[config.mk]
export PLATFORM = sky130hd
export DESIGN_NAME = mul_arbiter
export DESIGN_NICKNAME = d
export VERILOG_FILES = /design/src/rtl/mul_arbiter_pkg.sv /design/src/rtl/mul_arbiter_rr_pick.sv /design/src/rtl/mul_arbiter.sv
export SDC_FILE = /design/constraint.sdc
export NUM_CORES = 1
export LEC_CHECK = 0
export CORE_UTILIZATION = 40
export DETAILED_ROUTE_END_ITERATION = 12
export HOLD_SLACK_MARGIN = 0.08
export PLACE_DENSITY_LB_ADDON = 0.2
export SYNTH_ARGS = -nofsm -noshare
export SYNTH_HDL_FRONTEND = slang
export SYNTH_HIERARCHICAL = 1
export SYNTH_SLANG_ARGS = --single-unit
export TNS_END_PERCENT = 100
[constraint.sdc]
create_clock -name clk_i -period 2.1 [get_ports clk_i]
set_clock_uncertainty 0.15 [all_clocks]
set_input_delay 0.42 -clock clk_i [delete_from_list [all_inputs] [get_ports clk_i]]
set_output_delay 0.42 -clock clk_i [all_outputs]
set_load 0.1 [all_outputs]
[src/rtl/mul_arbiter_pkg.sv]
// Shared types for the two-requester multiplier arbiter:
// FSM state encoding, requester count and grant-id type.
package mul_arbiter_pkg;

  localparam int NUM_REQ = 2;
  localparam int STATE_W = 3;

  typedef enum logic [STATE_W-1:0] {
    IDLE,
    ISSUE,
    GUARD,
    WAIT,
    DONE
  } state_t;

  typedef logic [$clog2(NUM_REQ)-1:0] gid_t;

endpackage

[src/rtl/mul_arbiter_rr_pick.sv]
// Two-input round-robin picker: on a tie the pointer wins,
// otherwise the single active requester is granted.
module rr_pick
  import mul_arbiter_pkg::*;
(
  input  logic [NUM_REQ-1:0] req_i,
  input  gid_t               ptr_i,
  output logic               grant_valid_o,
  output gid_t               grant_id_o
);

  always_comb begin
    grant_valid_o = |req_i;
    if (&req_i) grant_id_o = ptr_i;
    else        grant_id_o = gid_t'(req_i[1]);
  end

endmodule

[src/rtl/mul_arbiter.sv]
// Shares one iterative multiplier between two requesters.
// Define MUL_ARBITER_RR_EN for round-robin; default is fixed priority.
module mul_arbiter
  import mul_arbiter_pkg::*;
#(
  parameter int WIDTH = 8
) (
  input  logic               clk_i,
  input  logic               rst_i,
  input  logic               req0_i,
  input  logic               req1_i,
  input  logic [WIDTH-1:0]   a0_bi,
  input  logic [WIDTH-1:0]   b0_bi,
  input  logic [WIDTH-1:0]   a1_bi,
  input  logic [WIDTH-1:0]   b1_bi,
  output logic               done0_o,
  output logic               done1_o,
  output logic [2*WIDTH-1:0] y_bo,
  output logic               busy_o,
  output logic               mul_start_o,
  output logic [WIDTH-1:0]   mul_a_bo,
  output logic [WIDTH-1:0]   mul_b_bo,
  input  logic               mul_busy_i,
  input  logic [2*WIDTH-1:0] mul_y_bi
);

  state_t             state_q;
  gid_t               gid_q;
  logic [WIDTH-1:0]   a_q, b_q;
  logic [2*WIDTH-1:0] y_q;
  logic               done0_q, done1_q;
  logic               start_q, busy_q;
  logic               gnt_v;
  gid_t               gnt_id;

`ifdef MUL_ARBITER_RR_EN
  gid_t ptr_q;

  rr_pick u_pick (
    .req_i         ({req1_i, req0_i}),
    .ptr_i         (ptr_q),
    .grant_valid_o (gnt_v),
    .grant_id_o    (gnt_id)
  );
`else
  always_comb begin
    gnt_v  = req0_i | req1_i;
    gnt_id = req0_i ? gid_t'(0) : gid_t'(1);
  end
`endif

  always_ff @(posedge clk_i or negedge rst_i) begin
    if (!rst_i) begin
      state_q <= IDLE;
      gid_q   <= '0;
      a_q     <= '0;
      b_q     <= '0;
      y_q     <= '0;
      done0_q <= 1'b0;
      done1_q <= 1'b0;
      start_q <= 1'b0;
      busy_q  <= 1'b0;
`ifdef MUL_ARBITER_RR_EN
      ptr_q   <= '0;
`endif
    end else begin
      unique case (state_q)
        IDLE: begin
          if (gnt_v) begin
            gid_q   <= gnt_id;
            a_q     <= gnt_id[0] ? a1_bi : a0_bi;
            b_q     <= gnt_id[0] ? b1_bi : b0_bi;
            start_q <= 1'b1;
            busy_q  <= 1'b1;
            state_q <= ISSUE;
          end
        end
        ISSUE: begin
          start_q <= 1'b0;
          state_q <= GUARD;
        end
        // busy from the multiplier is not yet valid here
        GUARD: state_q <= WAIT;
        WAIT: begin
          if (!mul_busy_i) begin
            y_q     <= mul_y_bi;
            done0_q <= ~gid_q[0];
            done1_q <= gid_q[0];
            state_q <= DONE;
          end
        end
        DONE: begin
          done0_q <= 1'b0;
          done1_q <= 1'b0;
          busy_q  <= 1'b0;
`ifdef MUL_ARBITER_RR_EN
          ptr_q   <= ~gid_q;
`endif
          state_q <= IDLE;
        end
        default: state_q <= IDLE;
      endcase
    end
  end

  assign done0_o     = done0_q;
  assign done1_o     = done1_q;
  assign y_bo        = y_q;
  assign busy_o      = busy_q;
  assign mul_start_o = start_q;
  assign mul_a_bo    = a_q;
  assign mul_b_bo    = b_q;

endmodule

==> results.py <==
metrics = {
    "synthesis": {
        "synth_warnings": 6,
        "synth.cell_area_mm2": 0.00184,
        "avgSynthCellArea_um2": 15.1,
        "synth_nets": 175,
        "ys_types": 18,
        "synth_seq_area_share": 0.543,
        "ys_ff_latch": 40,
        "synthCells": 122,
    },
    "critical_path": {
        "path_class": "flip-flop to flip-flop",
        "path_max_fanout": 14,
        "critPathCaptureType": "flip-flop",
        "worst_setup_path_start_kind": "flip-flop",
        "critPathArrivalTime_ns": 1.76,
        "cp.required_ns": 2.12,
    },
    "place": {
        "gp_congestion": 0.725,
        "portBuffers": 88,
        "hpwl_um": 3000,
    },
    "grt": {
        "overflow": 0,
        "grt_max_degree": 25,
        "grt_pass1_vias": 1433,
        "antenna_found_initial": 0,
        "grt_usage": 0.168,
        "grt_pass1_wl_um": 6490,
    },
    "timing": {
        "rsz0062_at_grt": "false",
        "maxSlewViolCount": 0,
        "setup_viol": 0,
        "finalCritPeriodShare": 0.827,
        "max_slew.worst_pin.slew_ns": 0.524,
        "finalHoldViolations": 0,
        "clock.fmax_mhz": 576,
        "period_needed_ns": 1.74,
        "fin_setup_tns_ns": 0,
        "max_slew_margin": 0.650,
    },
    "floorplanning": {
        "dieArea_mm2": 0.00489,
        "row_count": 24,
        "start_util": 0.421,
        "die_w_um": 69.9,
        "core_area_mm2": 0.00438,
        "ioPinCount": 89,
        "die_y_um": 69.9,
    },
    "clocking": {
        "cts_hold_buffers": 1,
        "cts_buffers": 5,
        "clock_latency_ns": 0.29,
        "cts_tree": "built",
        "clk_pin_slew_ns": 0.08,
        "cts.sinks": 40,
        "cts.path.max_buffers": 2,
        "cts_htree_levels": 2,
        "post_cts_buffers": 0,
        "post_cts_resize_count": 0,
        "cts-root-buf": "clkbuf_8",
    },
    "layout": {
        "area_growth_pct": 54.9,
        "layout-drive-gt1-share": 0.479,
        "nets": 271,
        "antennaDiodeCount": 0,
    },
    "detailed_routing": {
        "drc": 0,
        "routed_via_density": 4.87,
        "initialDrtViolationCount": 24,
        "ant_nets": 0,
        "dr.pass1.iters": 4,
        "drt_wl_total_um": 3900,
        "wl_per_cell_um": 14.4,
        "num_vias": 1320,
    },
    "run_status": {
        "outcome": "finished, final reports clean",
    },
    "hold_path": {
        "hp-class": "flip-flop to flip-flop",
    },
    "run": {
        "cap_violations": 0,
    },
}
-- through the flow --
step                       util  instance area, µm²  instances  setup WS (ns)  hold slack (ns)
final                     0.652                2860        271          0.363            0.338
after CTS                 0.652                2860        271          0.345            0.342
after global routing      0.652                2860        271          0.286            0.348
after global placement    0.623                2730        262         0.0726            0.277
after detailed placement  0.623                2730        262         0.0523            0.287
after floorplan               -                1840        122          0.412          -0.0256
-- synth_stat cells, drive strengths merged --
library cell	instances	share of area
a211oi	1	0.0068
a21o	2	0.0095
a21oi	6	0.016
a2bb2oi	1	0.0047
and4bb	1	0.0068
buf	8	0.047
dfrtp	40	0.54
mux2	48	0.33
nand2	3	0.0061
nand2b	1	0.0034
nor2	5	0.010
nor2b	1	0.0034
nor3	4	0.014
o21a	1	0.0041
-- path summary, 6_finish.rpt --
path | startpoint | to | slack [ns] | depth (start not counted)
min in group asynchronous | rst_i | mul_a_bo[2] | 0.48 | 2
worst max register to register | state_q[1] | mul_b_bo[2] | 0.36 | 4
max in group asynchronous | rst_i | y_bo[7] | 0.70 | 3
worst min-delay path | mul_start_o | mul_start_o | 0.34 | 1
worst min register to register | mul_start_o | mul_start_o | 0.34 | 1
worst max-delay path | state_q[1] | mul_b_bo[2] | 0.36 | 4
-- cell families after synthesis --
| logic type | synth area share |
|---|---|
| AOI/OAI and AO/OA | 0.0414 |
| buffers and inverters | 0.0468 |
| DFF | 0.543 |
| muxes | 0.326 |
| and+or+nand+nor | 0.0434 |
-- worst max-delay path: stages, from the launching register on --
cell	delay, ns
dfrtp_1	0.49
nor3_2	0.25
o21a_1	0.22
buf_12	0.17
mux2_2	0.34
-- state kept, by name, summed over array words and instances (netlist names) --
signal       cells
mul_a_bo         8
mul_b_bo         8
done1_o          1
mul_start_o      1
y_bo            16
busy_o           1
state_q          3
done0_o          1
gid_q            1
-- cell usage in the layout (no fill, tap or decap) --
| cell type | n |
|---|---|
| nand2b_1 | 1 |
| nor2b_1 | 1 |
| dlygate4sd3_1 | 1 |
| o21a_1 | 1 |
| a21oi_1 | 6 |
| nor3_1 | 3 |
| clkinvlp_4 | 1 |
| mux2_4 | 16 |
| a2bb2oi_1 | 1 |
| and4bb_1 | 1 |
| clkbuf_8 | 5 |
| buf_12 | 5 |
| bufinv_16 | 1 |
| clkdlybuf4s50_1 | 51 |
| inv_6 | 1 |
| nor3_2 | 1 |
| nor2_1 | 5 |
| dfrtp_1 | 40 |
| buf_4 | 39 |
| nand2_1 | 3 |
| a21o_2 | 2 |
| a211oi_2 | 1 |
| mux2_2 | 32 |
| buf_2 | 1 |
-- area by class of cell --
type,instances,area [µm²]
clock buffers,5,68.8
clock inverters,3,46.3
fillers,340,1530
multi-input cells,74,757
flip-flops and latches,40,1000
well taps,52,65.1
repair buffers,97,918
-- layer usage --
metal  up-vias  global-route usage  wire length (µm)
met5         -                   0                 0
met4         0              0.0778                81
met3         9              0.0390               221
met2        52               0.291              1980
met1       633               0.196              1610
li1        626                   -                 -
Power is not shown: default switching activity piles up to over one toggle a cycle in this logic, so the estimate is an artifact.
==> variant 1, RTL diff (same settings) <==
Put one more register stage on the output `y_bo`, without a reset. The value now appears one clock later. The other outputs are not delayed to match.
--- a/src/rtl/mul_arbiter.sv
+++ b/src/rtl/mul_arbiter.sv
@@ -105,7 +105,9 @@
 
   assign done0_o     = done0_q;
   assign done1_o     = done1_q;
-  assign y_bo        = y_q;
+  always_ff @(posedge clk_i) begin
+    y_bo <= y_q;
+  end
   assign busy_o      = busy_q;
   assign mul_start_o = start_q;
   assign mul_a_bo    = a_q;
Function: changed (a bounded check fails within 10 cycles, from zero or initial values and one cycle with rst_i low).
==> variant 1 against the original RTL <==
Worst hold slack got worse by 0.12 ns; setup slack worse by 0.024 ns; wire length increased by 11%; final area grew 10%; die area rose by 17%; synthesized area is 17% higher; sequential cell count increased by 16; critical endpoint is now mul_b_bo[6]; largest cell class unchanged; highest routed layer unchanged.
Power is not shown: default switching activity piles up to over one toggle a cycle in this logic, so the estimate is an artifact.
==> variant 1: results (changes against the original RTL) <==
Detailed routing
  – Initial drt markers: 58 (was 24)
  – Final wirelength: 4.34 mm (was 3.90 mm)
  – Pre-antenna DRT Iters: 4 (unchanged)
  – Routed via count: 1,419 (was 1,320)

Global route
  – Initial antenna violation count: 0 (unchanged)
  – Gr usage total: 15.6% (was 16.8%)
  – GRT overflow: 0 (unchanged)
  – Largest net degree at the start of global routing: 41 (was 25)
  – First-pass GRT wire length: 6.47 mm (was 6.49 mm)

Place
  – Port bufs: 88 (unchanged)
  – GPL Wtd Cong: 0.730 (was 0.725)
  – Hpwl dp: 3.23 mm (was 3.00 mm)

Synth
  – Synth unique cells: 19 (was 18)
  – Commonest cells post-synth: dfrtp_1 (40), mux2_2 (32), dfxtp_1 (16), mux2_4 (16), a21oi_1 (6) (was dfrtp_1 (40), mux2_2 (32), mux2_4 (16), a21oi_1 (6))
  – Mapped Nets: 191 (was 175)
  – Synth top area cells: dfrtp_1 (46%), mux2_2 (17%), dfxtp_1 (15%) (was dfrtp_1 (54%), mux2_2 (20%), mux2_4 (13%))
  – Fraction of registers with async set/reset: 71.4% (was 100%)
  – Yosys warns: 6 (unchanged)
  – Sequential-to-total area share from yosys stat: 61.0% (was 54.3%)

Clock network
  – H-tree Lvls: 2 (unchanged)
  – Clk Latency, worst-skew pair: 0.31 ns (was 0.29 ns)
  – Clock tree buffer depth: 2 (unchanged)
  – Setup Buffers After CTS: 0 (unchanged)
  – Number of CTS-inserted buffers: 5 (unchanged)
  – Reg clk slew, reported paths: 0.09 ns
  – CTS root buf: clkbuf_8 (unchanged)

Outcome
  – Status: completed (unchanged)

Setup path
  – Max incr delay on CP: 0.50 ns
  – Arrival @ worst endpoint: 1.80 ns (was 1.76 ns)
  – Slowest CP cell: dfrtp_1 (unchanged)
  – CP delay by family, top: flip-flops (unchanged)
  – Crit Path Class: register to register (unchanged)
  – Critical path fanouts, max: 18 (was 14)
  – Reg-to-Reg Start: state_q[1] (unchanged)

Hold path
  – Min-delay worst type: register to register (unchanged)
  – Critical hold path startpoint: y_q[6] (was mul_start_o)

Timing
  – Relative slew slack: 65.9% (was 65.0%)

Layout
  – Regs by FF count: y_bo (16), y_q (16)
  – Share of cells above drive strength 1: 43.8% (was 47.9%)
  – Ant. Diodes: 0 (unchanged)
  – Final Net Count: 285 (was 271)
[variant 1: worst register-to-register path, cell delays in order (launching register included)]
cell	delay, ns
dfrtp_1	0.50
nor3_2	0.25
o21a_1	0.22
buf_12	0.18
mux2_2	0.36
[variant 1: routing by layer]
layer  up-vias  wire length [µm]  global-route usage (%)
met5         -                 0                       0
met4         0                82                    7.41
met3         9               183                    3.04
met2        46              2370                    28.6
met1       699              1700                    17.3
li1        665                 -                       -
[variant 1: cell type report]
class / instances / area (µm²)
Clock buffer: 6 / 72.6
Clock inverter: 2 / 16.3
Fill cell: 391 / 2030
Multi-Input combinational cell: 74 / 757
Sequential cell: 56 / 1320
Tap cell: 70 / 87.6
Timing Repair Buffer: 95 / 891
[variant 1: kinds of logic after synthesis]
| logic type | after synthesis | synth area share [%] |
|---|---|---|
| flops | 56 | 61.0 |
| mux | 48 | 27.7 |
| compound gates | 11 | 3.53 |
| buf+inv | 8 | 3.99 |
| simple gates | 15 | 3.70 |
[variant 1: stage by stage]
stage | cells | util [%] | worst slack (ns) | cell area (µm²) | hold slack, ns
after floorplan | 138 | - | 0.412 | 2160 | -0.0256
after global placement | 294 | 58.9 | 0.0747 | 3050 | 0.199
after detailed placement | 294 | 58.9 | 0.0187 | 3050 | 0.201
after CTS | 303 | 60.8 | 0.336 | 3150 | 0.224
after global routing | 303 | 60.8 | 0.255 | 3150 | 0.239
final | 303 | 60.8 | 0.338 | 3150 | 0.220
[variant 1: path summary, 6_finish.rpt]
check | end | slack, ns | cells after the start
setup reg to reg | mul_b_bo[6] | 0.34 | 4
min in group asynchronous | mul_b_bo[6] | 0.56 | 3
hold / removal | y_bo[6] | 0.22 | 0
setup / recovery | mul_b_bo[6] | 0.34 | 4
hold reg to reg | y_bo[6] | 0.22 | 0
max in group asynchronous | mul_a_bo[0] | 0.88 | 3
[variant 1: timing repair]
item / 4_1_cts / 5_1_grt
hold buffers: 1 / 0
resized for setup: 0 / 0
endpoints found under the setup margin: 0 / 0
endpoints found under the hold margin: 40 / 0
==> variant 2, RTL diff (same settings) <==
Without the edit above. Build with the macro `MUL_ARBITER_RR_EN` defined.
--- a/src/rtl/mul_arbiter.sv
+++ b/src/rtl/mul_arbiter.sv
@@ -1,5 +1,7 @@
 // Shares one iterative multiplier between two requesters.
 // Define MUL_ARBITER_RR_EN for round-robin; default is fixed priority.
+`define MUL_ARBITER_RR_EN
+
 module mul_arbiter
   import mul_arbiter_pkg::*;
 #(
Check against the original RTL: not equivalent (Yosys sat finds a counterexample within 10 cycles, from zero or initial values and one cycle with rst_i low).
==> variant 2 against the original RTL <==
The flow now finishes with violations (DRC); synthesized area rose by 1.8%; worst hold slack worse by 0.0036 ns; critical endpoint is now mul_b_bo[5]; setup slack better by 0.043 ns; largest cell class unchanged; count of clock-buffer cells in the layout up 1; wire length shrank 2.4%; synthesized cell count up 19%; sequential cell count is 1 higher; global-route usage grew 0.23 points; final area decreased by 0.61%.
Power is not shown: default switching activity piles up to over one toggle a cycle in this logic, so the estimate is an artifact.
==> variant 2: results (changes against the original RTL) <==
Outcome
  – Status: finished with violations (was completed)
  – Failing checks: DRC

Place
  – Hpwl dp: 2.87 mm (was 3.00 mm)
  – Post-DP Area: 2750 µm² (was 2730 µm²)
  – Dpl cells: 282 (was 262)
  – Worst slack, placed: 0.107 ns (was 0.0523 ns)

Layout
  – Fillers: 372 (was 340)
  – Share of cells above drive strength 1: 35.6% (was 47.9%)

Setup path
  – Critical path fanouts, max: 32 (was 14)
  – CP startpoint: req0_i (was state_q[1])
  – Slowest CP cell: clkdlybuf4s50_1 (was dfrtp_1)
  – Worst-case reg-to-reg path depth: 3 (was 4)
  – R2R Setup Slk: 0.44 ns (was 0.36 ns)
  – FF-to-FF End: y_bo[13] (was mul_b_bo[2])

Global route
  – Grt met1 use: 21.0% (was 19.6%)
  – Largest net degree at the start of global routing: 33 (was 25)
  – First-pass GRT wire length: 6.50 mm (was 6.49 mm)
  – GRT met2 Usage: 27.4% (was 29.1%)

Synth
  – Synth top area cells: dfrtp_1 (55%), mux2i_1 (8.5%), a21oi_2 (6.5%) (was dfrtp_1 (54%), mux2_2 (20%), mux2_4 (13%))
  – Mapped Nets: 198 (was 175)
  – Synth unique cells: 24 (was 18)
  – Compound-Gate Fraction of Synth Area: 10.9% (was 4.14%)
  – Cells after Synth: 145 (was 122)

Detailed routing
  – Metal3 WL: 274 µm (was 221 µm)
  – Met1 WL: 1.63 mm (was 1.61 mm)
  – WL/cell: 13.1 µm (was 14.4 µm)
  – Initial drt markers: 34 (was 24)
  – Number of remaining DRC errors: 6 (was 0)
  – Final wirelength: 3.80 mm (was 3.90 mm)
  – Pre-antenna DRT Iters: 9 (was 4)

Hold path
  – Critical hold path startpoint: ptr_q (was mul_start_o)
  – Hold Path End: ptr_q (was mul_start_o)

Timing
  – Hold_ws: 0.334 ns (was 0.338 ns)
[variant 2: cell count changes in the layout (fill, tap and decap cells not counted), moves of 2 or more]
cell / unedited run / this run
a21oi_1: 6 / 11
a21oi_2: 0 / 14
clkinv_2: 0 / 2
mux2i_1: 0 / 16
a21o_2: 2 / 0
mux2_4: 16 / 8
mux2_2: 32 / 9
nor2_1: 5 / 20
[variant 2: cell type report]
class | instances | area, µm² | area share, %
inverter | 1 | 3.75 | 0.132
sequential | 41 | 1030 | 36.1
timing repair buffer | 96 | 911 | 32.1
clock buffer | 6 | 72.6 | 2.56
clock inverter | 2 | 10.0 | 0.353
tap | 52 | 65.1 | 2.29
multi-input combinational | 93 | 751 | 26.4
[variant 2: worst min-delay path, cell delays in order (launching register included)]
cell	delay, ns
dfrtp_1	0.35
nand2_1	0.05
o21ai_0	0.06
[variant 2: what timing repair did]
action / in CTS / in global routing
gates resized for setup: 0 / 0
hold endpoints to repair: 18 / 0
hold buffers: 1 / 0
